### src/rtl/mem_access_pkg.sv
// Shared types and constants for the load/store unit: size encodings,
// FSM states, request opcodes and big-endian byte-enable bases.
package mem_access_pkg;

  typedef enum logic [1:0] {
    SZ_BYTE = 2'd0,
    SZ_HALF = 2'd1,
    SZ_WORD = 2'd2
  } size_e;

  typedef enum logic [1:0] {
    ST_IDLE   = 2'd0,
    ST_ACCESS = 2'd1,
    ST_WAIT   = 2'd2,
    ST_RESP   = 2'd3
  } state_e;

  typedef enum logic [1:0] {
    OP_NONE  = 2'd0,
    OP_LOAD  = 2'd1,
    OP_STORE = 2'd2
  } op_e;

  // Enables for offset 0; shifted right by the byte offset (bit3 = MSB lane).
  localparam logic [3:0] BE_BYTE = 4'b1000;
  localparam logic [3:0] BE_HALF = 4'b1100;
  localparam logic [3:0] BE_WORD = 4'b1111;

  // Encoding 3 is folded into a word access.
  function automatic size_e norm_size(input logic [1:0] sz);
    size_e res;
    case (sz)
      2'd0:    res = SZ_BYTE;
      2'd1:    res = SZ_HALF;
      default: res = SZ_WORD;
    endcase
    return res;
  endfunction

  function automatic logic [2:0] size_bytes(input size_e sz);
    logic [2:0] res;
    case (sz)
      SZ_BYTE: res = 3'd1;
      SZ_HALF: res = 3'd2;
      default: res = 3'd4;
    endcase
    return res;
  endfunction

endpackage

### src/rtl/mem_access_unit_load_extract.sv
// Combinational big-endian lane select with sign/zero extension for loads.
// Kept standalone so a cache refill path can share it.
module load_extract
  import mem_access_pkg::*;
(
  input  logic [31:0] rdata_i,
  input  logic [1:0]  off_i,
  input  size_e       size_i,
  input  logic        unsigned_i,
  output logic [31:0] data_o
);

  logic [7:0]  byte_lane;
  logic [15:0] half_lane;

  // NOTE: every output of a combinational block gets a default first so no
  // path through the case statements can leave it unassigned (latch).
  always_comb begin
    byte_lane = rdata_i[31:24];
    half_lane = rdata_i[31:16];
    data_o    = rdata_i;

    case (off_i)
      2'd0:    byte_lane = rdata_i[31:24];
      2'd1:    byte_lane = rdata_i[23:16];
      2'd2:    byte_lane = rdata_i[15:8];
      default: byte_lane = rdata_i[7:0];
    endcase

    if (off_i[1]) half_lane = rdata_i[15:0];

    case (size_i)
      SZ_BYTE: data_o = {{24{~unsigned_i & byte_lane[7]}}, byte_lane};
      SZ_HALF: data_o = {{16{~unsigned_i & half_lane[15]}}, half_lane};
      default: data_o = rdata_i;
    endcase
  end

endmodule

### src/rtl/mem_access_unit.sv
// Load/store unit between the EX-stage ALU and byte-addressed data memory.
// Build option: MEM_ACCESS_MISALIGN_TRAP_EN traps misaligned half/word accesses.
module mem_access_unit
  import mem_access_pkg::*;
#(
  parameter int ADDR_W    = 32,
  parameter int MEM_BYTES = 1024,
  parameter int RD_LAT    = 1
) (
  input  logic              clk,
  input  logic              rst_n,
  input  logic              req_valid,
  output logic              req_ready,
  input  logic              req_store,
  input  logic              req_load,
  input  logic [1:0]        req_size,
  input  logic              req_unsigned,
  input  logic [ADDR_W-1:0] req_addr,
  input  logic [31:0]       req_wdata,
  input  logic [4:0]        req_rd,
  output logic [ADDR_W-1:0] dm_addr,
  output logic [31:0]       dm_wdata,
  output logic [3:0]        dm_be,
  output logic              dm_we,
  output logic              dm_re,
  input  logic [31:0]       dm_rdata,
  output logic              wb_valid,
  output logic              wb_wen,
  output logic [4:0]        wb_rd,
  output logic [31:0]       wb_data,
  output logic              addr_err,
  output logic [ADDR_W-1:0] err_addr
);

  localparam logic [2:0]        LAT_INIT  = 3'(RD_LAT);
  localparam logic [ADDR_W:0]   MEM_LIMIT = (ADDR_W+1)'(MEM_BYTES);

  state_e            state_q, state_d;
  op_e               op_q;
  size_e             size_q;
  logic              uns_q;
  logic [4:0]        rd_q;
  logic [ADDR_W-1:0] addr_q;
  logic [31:0]       wdata_q;
  logic [3:0]        be_q;
  logic [2:0]        cnt_q;
  logic [31:0]       wb_data_q;
  logic              wen_q;
  logic              err_q;
  logic [ADDR_W-1:0] err_addr_q;

  // Request decode, evaluated against the live request in IDLE.
  logic              accept;
  op_e               req_op;
  size_e             req_sz;
  logic [1:0]        off_eff;
  logic              misalign;
  logic [ADDR_W:0]   end_addr;
  logic              range_err;
  logic              fault;
  logic [31:0]       lane_wdata;
  logic [3:0]        lane_be;
  logic [31:0]       ext_data;

  assign accept = (state_q == ST_IDLE) && req_valid;
  assign req_sz = norm_size(req_size);
  assign req_op = req_store ? OP_STORE : (req_load ? OP_LOAD : OP_NONE);

`ifdef MEM_ACCESS_MISALIGN_TRAP_EN
  assign misalign = ((req_sz == SZ_HALF) && req_addr[0]) ||
                    ((req_sz == SZ_WORD) && (req_addr[1:0] != 2'b00));
  assign off_eff  = req_addr[1:0];
`else
  assign misalign = 1'b0;
  assign off_eff  = (req_sz == SZ_WORD) ? 2'b00 :
                    (req_sz == SZ_HALF) ? {req_addr[1], 1'b0} : req_addr[1:0];
`endif

  // The range check uses the raw address so a forced-down alignment cannot hide an overrun.
  assign end_addr  = {1'b0, req_addr} + {{(ADDR_W-2){1'b0}}, size_bytes(req_sz)};
  assign range_err = end_addr > MEM_LIMIT;
  assign fault     = (req_op != OP_NONE) && (range_err || misalign);

  always_comb begin
    lane_wdata = req_wdata;
    lane_be    = BE_WORD;
    case (req_sz)
      SZ_BYTE: begin
        lane_wdata = {4{req_wdata[7:0]}};
        lane_be    = BE_BYTE >> off_eff;
      end
      SZ_HALF: begin
        lane_wdata = {2{req_wdata[15:0]}};
        lane_be    = BE_HALF >> off_eff;
      end
      default: begin
        lane_wdata = req_wdata;
        lane_be    = BE_WORD;
      end
    endcase
  end

  load_extract u_load_extract (
    .rdata_i    (dm_rdata),
    .off_i      (addr_q[1:0]),
    .size_i     (size_q),
    .unsigned_i (uns_q),
    .data_o     (ext_data)
  );

  always_comb begin
    state_d = state_q;
    case (state_q)
      ST_IDLE: begin
        if (accept) begin
          if ((req_op == OP_NONE) || fault) state_d = ST_RESP;
          else                              state_d = ST_ACCESS;
        end
      end
      ST_ACCESS: state_d = (op_q == OP_LOAD) ? ST_WAIT : ST_RESP;
      ST_WAIT:   if (cnt_q == 3'd1) state_d = ST_RESP;
      default:   state_d = ST_IDLE;
    endcase
  end

  // NOTE: sequential state uses non-blocking assignments so every register
  // samples pre-edge values regardless of statement order.
  always_ff @(posedge clk or negedge rst_n) begin
    if (!rst_n) state_q <= ST_IDLE;
    else        state_q <= state_d;
  end

  always_ff @(posedge clk or negedge rst_n) begin
    if (!rst_n) begin
      op_q       <= OP_NONE;
      size_q     <= SZ_BYTE;
      uns_q      <= 1'b0;
      rd_q       <= '0;
      addr_q     <= '0;
      wdata_q    <= '0;
      be_q       <= '0;
      cnt_q      <= '0;
      wb_data_q  <= '0;
      wen_q      <= 1'b0;
      err_q      <= 1'b0;
      err_addr_q <= '0;
    end else begin
      case (state_q)
        ST_IDLE: begin
          if (accept) begin
            op_q      <= req_op;
            size_q    <= req_sz;
            uns_q     <= req_unsigned;
            rd_q      <= req_rd;
            addr_q    <= {req_addr[ADDR_W-1:2], off_eff};
            wdata_q   <= lane_wdata;
            be_q      <= lane_be;
            wb_data_q <= '0;
            wen_q     <= (req_op == OP_LOAD) && !fault;
            err_q     <= fault;
            if (fault) err_addr_q <= req_addr;
          end
        end
        ST_ACCESS: cnt_q <= LAT_INIT;
        ST_WAIT: begin
          cnt_q <= cnt_q - 3'd1;
          if (cnt_q == 3'd1) wb_data_q <= ext_data;
        end
        default: ;
      endcase
    end
  end

  // Outputs decode from the state register, so reset clears strobes at once.
  always_comb begin
    req_ready = (state_q == ST_IDLE);
    dm_we     = (state_q == ST_ACCESS) && (op_q == OP_STORE);
    dm_re     = (state_q == ST_ACCESS) && (op_q == OP_LOAD);
    dm_addr   = '0;
    dm_wdata  = '0;
    dm_be     = '0;
    if (state_q == ST_ACCESS) dm_addr = {addr_q[ADDR_W-1:2], 2'b00};
    if (dm_we) begin
      dm_wdata = wdata_q;
      dm_be    = be_q;
    end
    if (dm_re) dm_be = BE_WORD;
    wb_valid = (state_q == ST_RESP);
    wb_wen   = wb_valid && wen_q;
    wb_rd    = wb_valid ? rd_q : 5'd0;
    wb_data  = wb_valid ? wb_data_q : 32'd0;
    addr_err = wb_valid && err_q;
    err_addr = err_addr_q;
  end

endmodule
### config.mk
export PLATFORM = sky130hd
export DESIGN_NAME = mem_access_unit
export DESIGN_NICKNAME = d
export VERILOG_FILES = /design/src/rtl/mem_access_pkg.sv /design/src/rtl/mem_access_unit_load_extract.sv /design/src/rtl/mem_access_unit.sv
export SDC_FILE = /design/constraint.sdc
export NUM_CORES = 1
export LEC_CHECK = 0
export ABC_AREA = 1
export CORE_ASPECT_RATIO = 0.9
export CORE_MARGIN = 5
export CORE_UTILIZATION = 38
export DETAILED_ROUTE_END_ITERATION = 12
export PLACE_DENSITY_LB_ADDON = 0.2
export REMOVE_ABC_BUFFERS = 1
export SLEW_MARGIN = 0
export SYNTH_ARGS = -nofsm -noshare
export SYNTH_HDL_FRONTEND = slang
export SYNTH_HIERARCHICAL = 1
export SYNTH_SLANG_ARGS = --single-unit
### constraint.sdc
create_clock -name clk -period 1.8 [get_ports clk]
set_clock_uncertainty 0.1 [all_clocks]
set_input_delay 0.27 -clock clk [delete_from_list [all_inputs] [get_ports clk]]
set_output_delay 0.27 -clock clk [all_outputs]
set_load 0.005 [all_outputs]
# After elaboration in Yosys (flattened, before gate mapping)

Index checks and enable logic that the tools add are counted.
W data, S select, Z words.

Bits in registers: 149
Output and inout port bits: 143
Word-level logic and storage cells: 84

Add/sub/neg operators: 2
Magnitude comparators: 1
Equal/unequal tests: 15
Shifts and indexed selects: 2
Mux-type cells: 26
Bitwise operators: 3
Reductions and logical operators: 22

Operators by type and width:

| operator               | number |
|---|---|
| $pmux W32 S2           | 3 |
| $mux W32               | 5 |
| $add A32 B3 Y33        | 1 |
| $gt A33 B11 Y1 const B | 1 |
| $pmux W8 S3            | 1 |
| $mux W16               | 1 |
| $eq A2 B1 Y1 const B   | 7 |
| $logic_not A2 Y1       | 6 |
| $pmux W3 S2            | 2 |
| $eq A2 B2 Y1 const B   | 5 |
| $mux W2                | 5 |
| $mux W4                | 2 |
| $pmux W4 S2            | 1 |
| $shr A4 B2 Y4 const A  | 2 |
| $logic_and A1 B1 Y1    | 7 |
| $pmux W2 S3            | 1 |
| $reduce_and A3 Y1      | 2 |
| $reduce_bool A2 Y1     | 3 |
| $mux W5                | 1 |
| $pmux W2 S2            | 1 |
| $reduce_and A2 Y1      | 2 |
| $eq A3 B1 Y1 const B   | 1 |
| $mux W1                | 3 |
| $sub A3 B1 Y3 const B  | 1 |
| other kinds (6)        | 7 |

# Depth between registers and ports, before layout

Word-level depth: 11
Gate-level depth with buffers: 26
Depth with buffers taken out: 25

# Cells and area by module

Netlist, hierarchy kept.

Modules (own cells, without submodules):

| module          | times used | cells each | area an instance (um^2) |
|---|---|---|---|
| mem_access_unit | 1          | 1157       | 8094.0 |
| load_extract    | 1          | 153        | 788.3 |

# Worst setup path before layout

No wires, ideal clock.

Kind: input-to-reg
Start: input port req_size[1]
End: register err_addr_q[24] (netlist: err_addr[24])
Setup time: 0.122 ns
Data arrival time: 2.777 ns
Path slack: -1.199 ns
Cell stages on the path: 22
Cells stage by stage: clkbuf_1 -> nor2_1 -> clkbuf_1 -> ha_1 -> ha_1 -> inv_1 -> nand2_1 -> nand2_1 -> nand2_4 -> nand3_1 -> nor2_1 -> nor2_1 -> nor2_1 -> nand2_1 -> nor2_1 -> nand3_1 -> nand2_1 -> inv_2 -> nand3_2 -> buf_6 -> buf_4 -> o21ai_1

Cells in the longest elaborated chain, start to end: 8
Elaborated cells on any way between the ends: 10
Classes of those cells: add/sub (1); order compare (1); eq/ne (2); mux (2); reduce/logical (4)

Ends and longest elaborated chain:

| what                                                    | RTL line               | source |
|---|---|---|
| start: declaration                                      | mem_access_unit.sv:16  | `input logic [1:0] req_size,` |
| $eq A2 B1 Y1 / $logic_not A2 Y1 (equally long branches) | mem_access_pkg.sv:32   | `case (sz)` |
| $pmux W2 S2 (*)                                         | mem_access_pkg.sv:32   |  |
| $eq A2 B1 Y1 / $logic_not A2 Y1 (equally long branches) | mem_access_pkg.sv:42   | `case (sz)` |
| $pmux W3 S2 (*)                                         | mem_access_pkg.sv:42   |  |
| $add A32 B3 Y33 (*)                                     | mem_access_unit.sv:80  | `assign end_addr = {1'b0, req_addr} + {{(ADDR_W-2){1'b0}}, size_bytes(req_sz)};` |
| $gt A33 B11 Y1 (*)                                      | mem_access_unit.sv:81  | `assign range_err = end_addr > MEM_LIMIT;` |
| $logic_and A1 B1 Y1 (*)                                 | mem_access_unit.sv:82  | `assign fault = (req_op != OP_NONE) && (range_err \|\| misalign);` |
| $reduce_and A3 Y1 (no line) (*)                         | --                     |  |
| end signal: assignment                                  | mem_access_unit.sv:161 | `if (fault) err_addr_q <= req_addr;` |
| end: declaration                                        | mem_access_unit.sv:50  | `logic [ADDR_W-1:0] err_addr_q;` |

Every way passes the cells marked *; elsewhere a longest branch is shown, timed or not.
A chain may end at the register's enable or synchronous reset.

# Worst setup path after layout

Start: input port req_size[1]
End: register err_addr_q[9] (netlist: err_addr[9])

Same word-level chain as after synthesis.

==> results_dict.tcl <==
set metrics [dict create \
    fp.coreArea_mm2 0.0232 \
    timing.critical_path.to "err_addr[9]$_DFFE_PN0P_" \
    detail_route.wl_per_cell_um 16.7 \
    grt_util_all_layers_pct 24.3 \
    drv_slew 0 \
    placed_area_mm2 0.0127 \
    number_of_filler_instances_in_the_final_layout 2020 \
    worstSetupStartpoint "req_size[1]" \
    syn_inst 1310 \
    dp_cells 1957 \
    path_class "input pin to flop" \
    wl_um 34500 \
    timing.critical_path.fanout_max 8 \
    end_kind "flop" \
    mostFrequentLayoutCell "sky130_fd_sc_hd__nand2_1" \
    yosysWarnings 6 \
    power_density_over_cell_area_mw_per_mm2 1430 \
    clkSinkCount 149 \
    finalNonFillerCells 2070 \
    p_leak_uw 0.00814 \
    via_count_of_the_first_global_routing_pass 9893 \
    latest_clock_arrival_within_the_worst_skew_pair_ns 0.42 \
    r2r_cells 11 \
    regToRegEndpoint "err_addr[3]$_DFFE_PN0P_" \
    drt_iter0_markers 825 \
    tritoncts "yes" \
    finish.instance_area_mm2 0.0153 \
    ctsRootBufferMaster "sky130_fd_sc_hd__clkbuf_16" \
    synth_edf_count 0 \
    rrSetupSlack_ns -0.08 \
    number_of_buffers_on_the_longest_clock_path 2 \
    mappedNetlistArea_mm2 0.00888 \
    number_of_flip_flops_and_latches_in_the_synthesized_netlist 149 \
    number_of_antenna_violations_at_the_first_check_in_global_routing 0 \
    postLayoutSetupSlackWorst_ns -0.536 \
    unrepaired_setup_endpoints_after_global_routing "yes" \
    fp-row-count 53 \
    place.gp.congestion 0.943 \
    design.portCount 252 \
    timing.hold.worst.class "input pin to flop" \
    design.final.nets 1873 \
    worst_setup_path_start_kind "input pin" \
    globalRouteOverflowTotal 0 \
    n_antenna_cell 0 \
    final_min_period_over_clock_period_pct 130 \
    drt_first_pass_iters 5 \
    hold_vio_cnt_final 0 \
    violations "negative setup slack" \
    port-buffer-count 249 \
    drcViolationCount 0 \
    worstPathRequired_ns 2.06 \
    max_cap_viol_count 0 \
    syn_to_layout_area_delta_pct 71.9 \
    ant_nets 0 \
    design.die.area_mm2 0.0265 \
    fin_setup_tns_ns -55.70 \
    global_route_wire_length_before_repair_um 51900 \
    die-width_um 171 \
    biggest_area_consumer_among_synthesized_cells "sky130_fd_sc_hd__dfrtp_1" \
    fmax_ghz 0.428 \
    worst_r2r_startpoint "state_q[0]$_DFFE_PN0P_" \
    syn_area_per_cell_um2 6.78 \
    synth_flop_cell "sky130_fd_sc_hd__dfrtp_1" \
    start_util_pct 38.3 \
    post_synth_main_area_contributors "sky130_fd_sc_hd__dfrtp_1 42%, sky130_fd_sc_hd__nand2_1 18%, sky130_fd_sc_hd__inv_1 8.0%" \
    ir_drop_mv 0.848 \
    min_period_ns 2.34 \
    die_y_um 155 \
    dp_hpwl_um 23000 \
    synth.yosys.seq_area_share_pct 42.0 \
    finalSetupViolCount 168 \
    pre_cts_slack_ns -1.57 \
    largest_net_degree_at_the_start_of_global_routing 49 \
    worstHoldPathCells 3 \
    vias 10300 \
    synth-async-reset-ratio_pct 100 \
    post-synth-top-area-fraction_pct 42.0 \
    post_route_cells_drive_above_1_share_pct 39.3 \
    vias_per_cell 4.95 \
    clk_pin_slew_ns 0.07 \
    mostFrequentLayoutCells "309 x sky130_fd_sc_hd__nand2_1, 152 x sky130_fd_sc_hd__inv_1, 152 x sky130_fd_sc_hd__buf_4, 149 x sky130_fd_sc_hd__dfrtp_1, 110 x sky130_fd_sc_hd__clkdlybuf4s50_1" \
    numCtsBuffers 17 \
    post_synth_num_cell_types 40 \
    h-tree-depth 4 \
    status "complete, but fails checks" \
    timing.critical_path.arrival_ns 2.59 \
]
## state kept, by name, summed over array words and instances, names as in the netlist
signal,flops
wen_q,1
op_q,2
wdata_q,32
rd_q,5
be_q,4
cnt_q,3
addr_q,32
err_q,1
size_q,2
uns_q,1
err_addr,32
wb_data_q,32
state_q,2
## worst max-delay path, stage by stage
cell	delay, ns
sky130_fd_sc_hd__buf_12	0.11
sky130_fd_sc_hd__buf_6	0.12
sky130_fd_sc_hd__ha_4	0.28
sky130_fd_sc_hd__nand2_2	0.08
sky130_fd_sc_hd__nor2_4	0.14
sky130_fd_sc_hd__nand3_2	0.11
sky130_fd_sc_hd__nand2_4	0.11
sky130_fd_sc_hd__nand2_1	0.07
sky130_fd_sc_hd__nand2_2	0.08
sky130_fd_sc_hd__buf_4	0.10
sky130_fd_sc_hd__nand4_1	0.10
sky130_fd_sc_hd__nor3_2	0.19
sky130_fd_sc_hd__nand3_1	0.11
sky130_fd_sc_hd__nand2_2	0.10
sky130_fd_sc_hd__inv_2	0.06
sky130_fd_sc_hd__nand3_4	0.12
sky130_fd_sc_hd__buf_6	0.15
sky130_fd_sc_hd__buf_12	0.16
sky130_fd_sc_hd__nand2_2	0.05
sky130_fd_sc_hd__o21ai_1	0.07
## cell usage after synthesis (2+ instances only)
cell and n:
sky130_fd_sc_hd__a21oi_1 11, sky130_fd_sc_hd__a21oi_2 2, sky130_fd_sc_hd__buf_1 3, sky130_fd_sc_hd__buf_2 4
sky130_fd_sc_hd__buf_4 6, sky130_fd_sc_hd__buf_6 8, sky130_fd_sc_hd__clkbuf_1 42, sky130_fd_sc_hd__clkinv_1 2
sky130_fd_sc_hd__dfrtp_1 149, sky130_fd_sc_hd__ha_1 9, sky130_fd_sc_hd__inv_1 189, sky130_fd_sc_hd__inv_2 3
sky130_fd_sc_hd__nand2_1 429, sky130_fd_sc_hd__nand3_1 107, sky130_fd_sc_hd__nand3_2 5, sky130_fd_sc_hd__nand4_1 25
sky130_fd_sc_hd__nor2_1 109, sky130_fd_sc_hd__nor2_4 2, sky130_fd_sc_hd__nor3_1 6, sky130_fd_sc_hd__o211ai_1 2
sky130_fd_sc_hd__o21ai_0 127, sky130_fd_sc_hd__o21ai_1 33, sky130_fd_sc_hd__o22ai_1 5, sky130_fd_sc_hd__or2_2 13
sky130_fd_sc_hd__xor2_1 4
## worst min path at each step
| stage | from | endpoint |
|---|---|---|
| 2_1_floorplan | rst_n | addr_q[0]$_DFFE_PN0P_ |
| 3_3_place_gp | rst_n | wb_data_q[12]$_DFFE_PN0P_ |
| 3_5_place_dp | rst_n | wb_data_q[21]$_DFFE_PN0P_ |
| 4_1_cts | req_addr[2] | err_addr[2]$_DFFE_PN0P_ |
| 5_1_grt | req_addr[2] | err_addr[2]$_DFFE_PN0P_ |
| 6_report | req_addr[2] | err_addr[2]$_DFFE_PN0P_ |
## cell families (layout without fill, tap and decap cells)
| family | count (synthesis) | count (layout) | share of synthesized area [%] |
|---|---|---|---|
| simple gates | 704 | 704 | 33.5 |
| fa+ha+maj | 9 | 9 | 1.27 |
| other cells | 1 | 2 | 0.0422 |
| flops | 149 | 149 | 42.0 |
| xor+xnor | 5 | 5 | 0.493 |
| buf+inv | 258 | 715 | 11.9 |
| compound gates | 184 | 184 | 10.8 |
## stage by stage
stage	util [%]	total power (uW)	hold WS [ns]
floorplan	-	9730	-0.126
global placement	54.9	14100	0.113
detailed placement	54.9	14200	0.111
CTS	61.3	19100	0.0470
global route	65.8	23400	0.0526
finish	65.8	21900	0.0677
## what timing repair did
action	in CTS	in global routing
pin swaps	41	41
hold buffers	1	0
cloned	13	7
resized for setup	438	464
setup endpoints to repair	184	187
hold endpoints to repair	35	0
setup buffers	18	47
## area by class of cell
type                    instances  area [um2]  share of cell area [%]
multi-input cells             904        5210                    34.1
flip-flops and latches        149        3730                    24.4
clock buffers                  20         457                    2.99
well taps                     302         378                    2.48
inverters                     194         751                    4.92
clock inverters                12         165                    1.08
repair buffers                489        4580                    30.0
## routing by layer
| metal | wire (um) | GRT usage, % | vias to the layer above |
|---|---|---|---|
| met2 | 16300 | 39.2 | 348 |
| met1 | 15500 | 34.1 | 4868 |
| met5 | 0 | 0 | - |
| li1 | - | - | 5005 |
| met3 | 2370 | 4.65 | 31 |
| met4 | 404 | 5.32 | 0 |
## power by group
| part | internal, uW | switching [uW] |
|---|---|---|
| logic | 5960 | 6140 |
| clock network | 2290 | 1560 |
| registers | 4830 | 1110 |
Note: power is estimated with default switching activity, not from simulation.
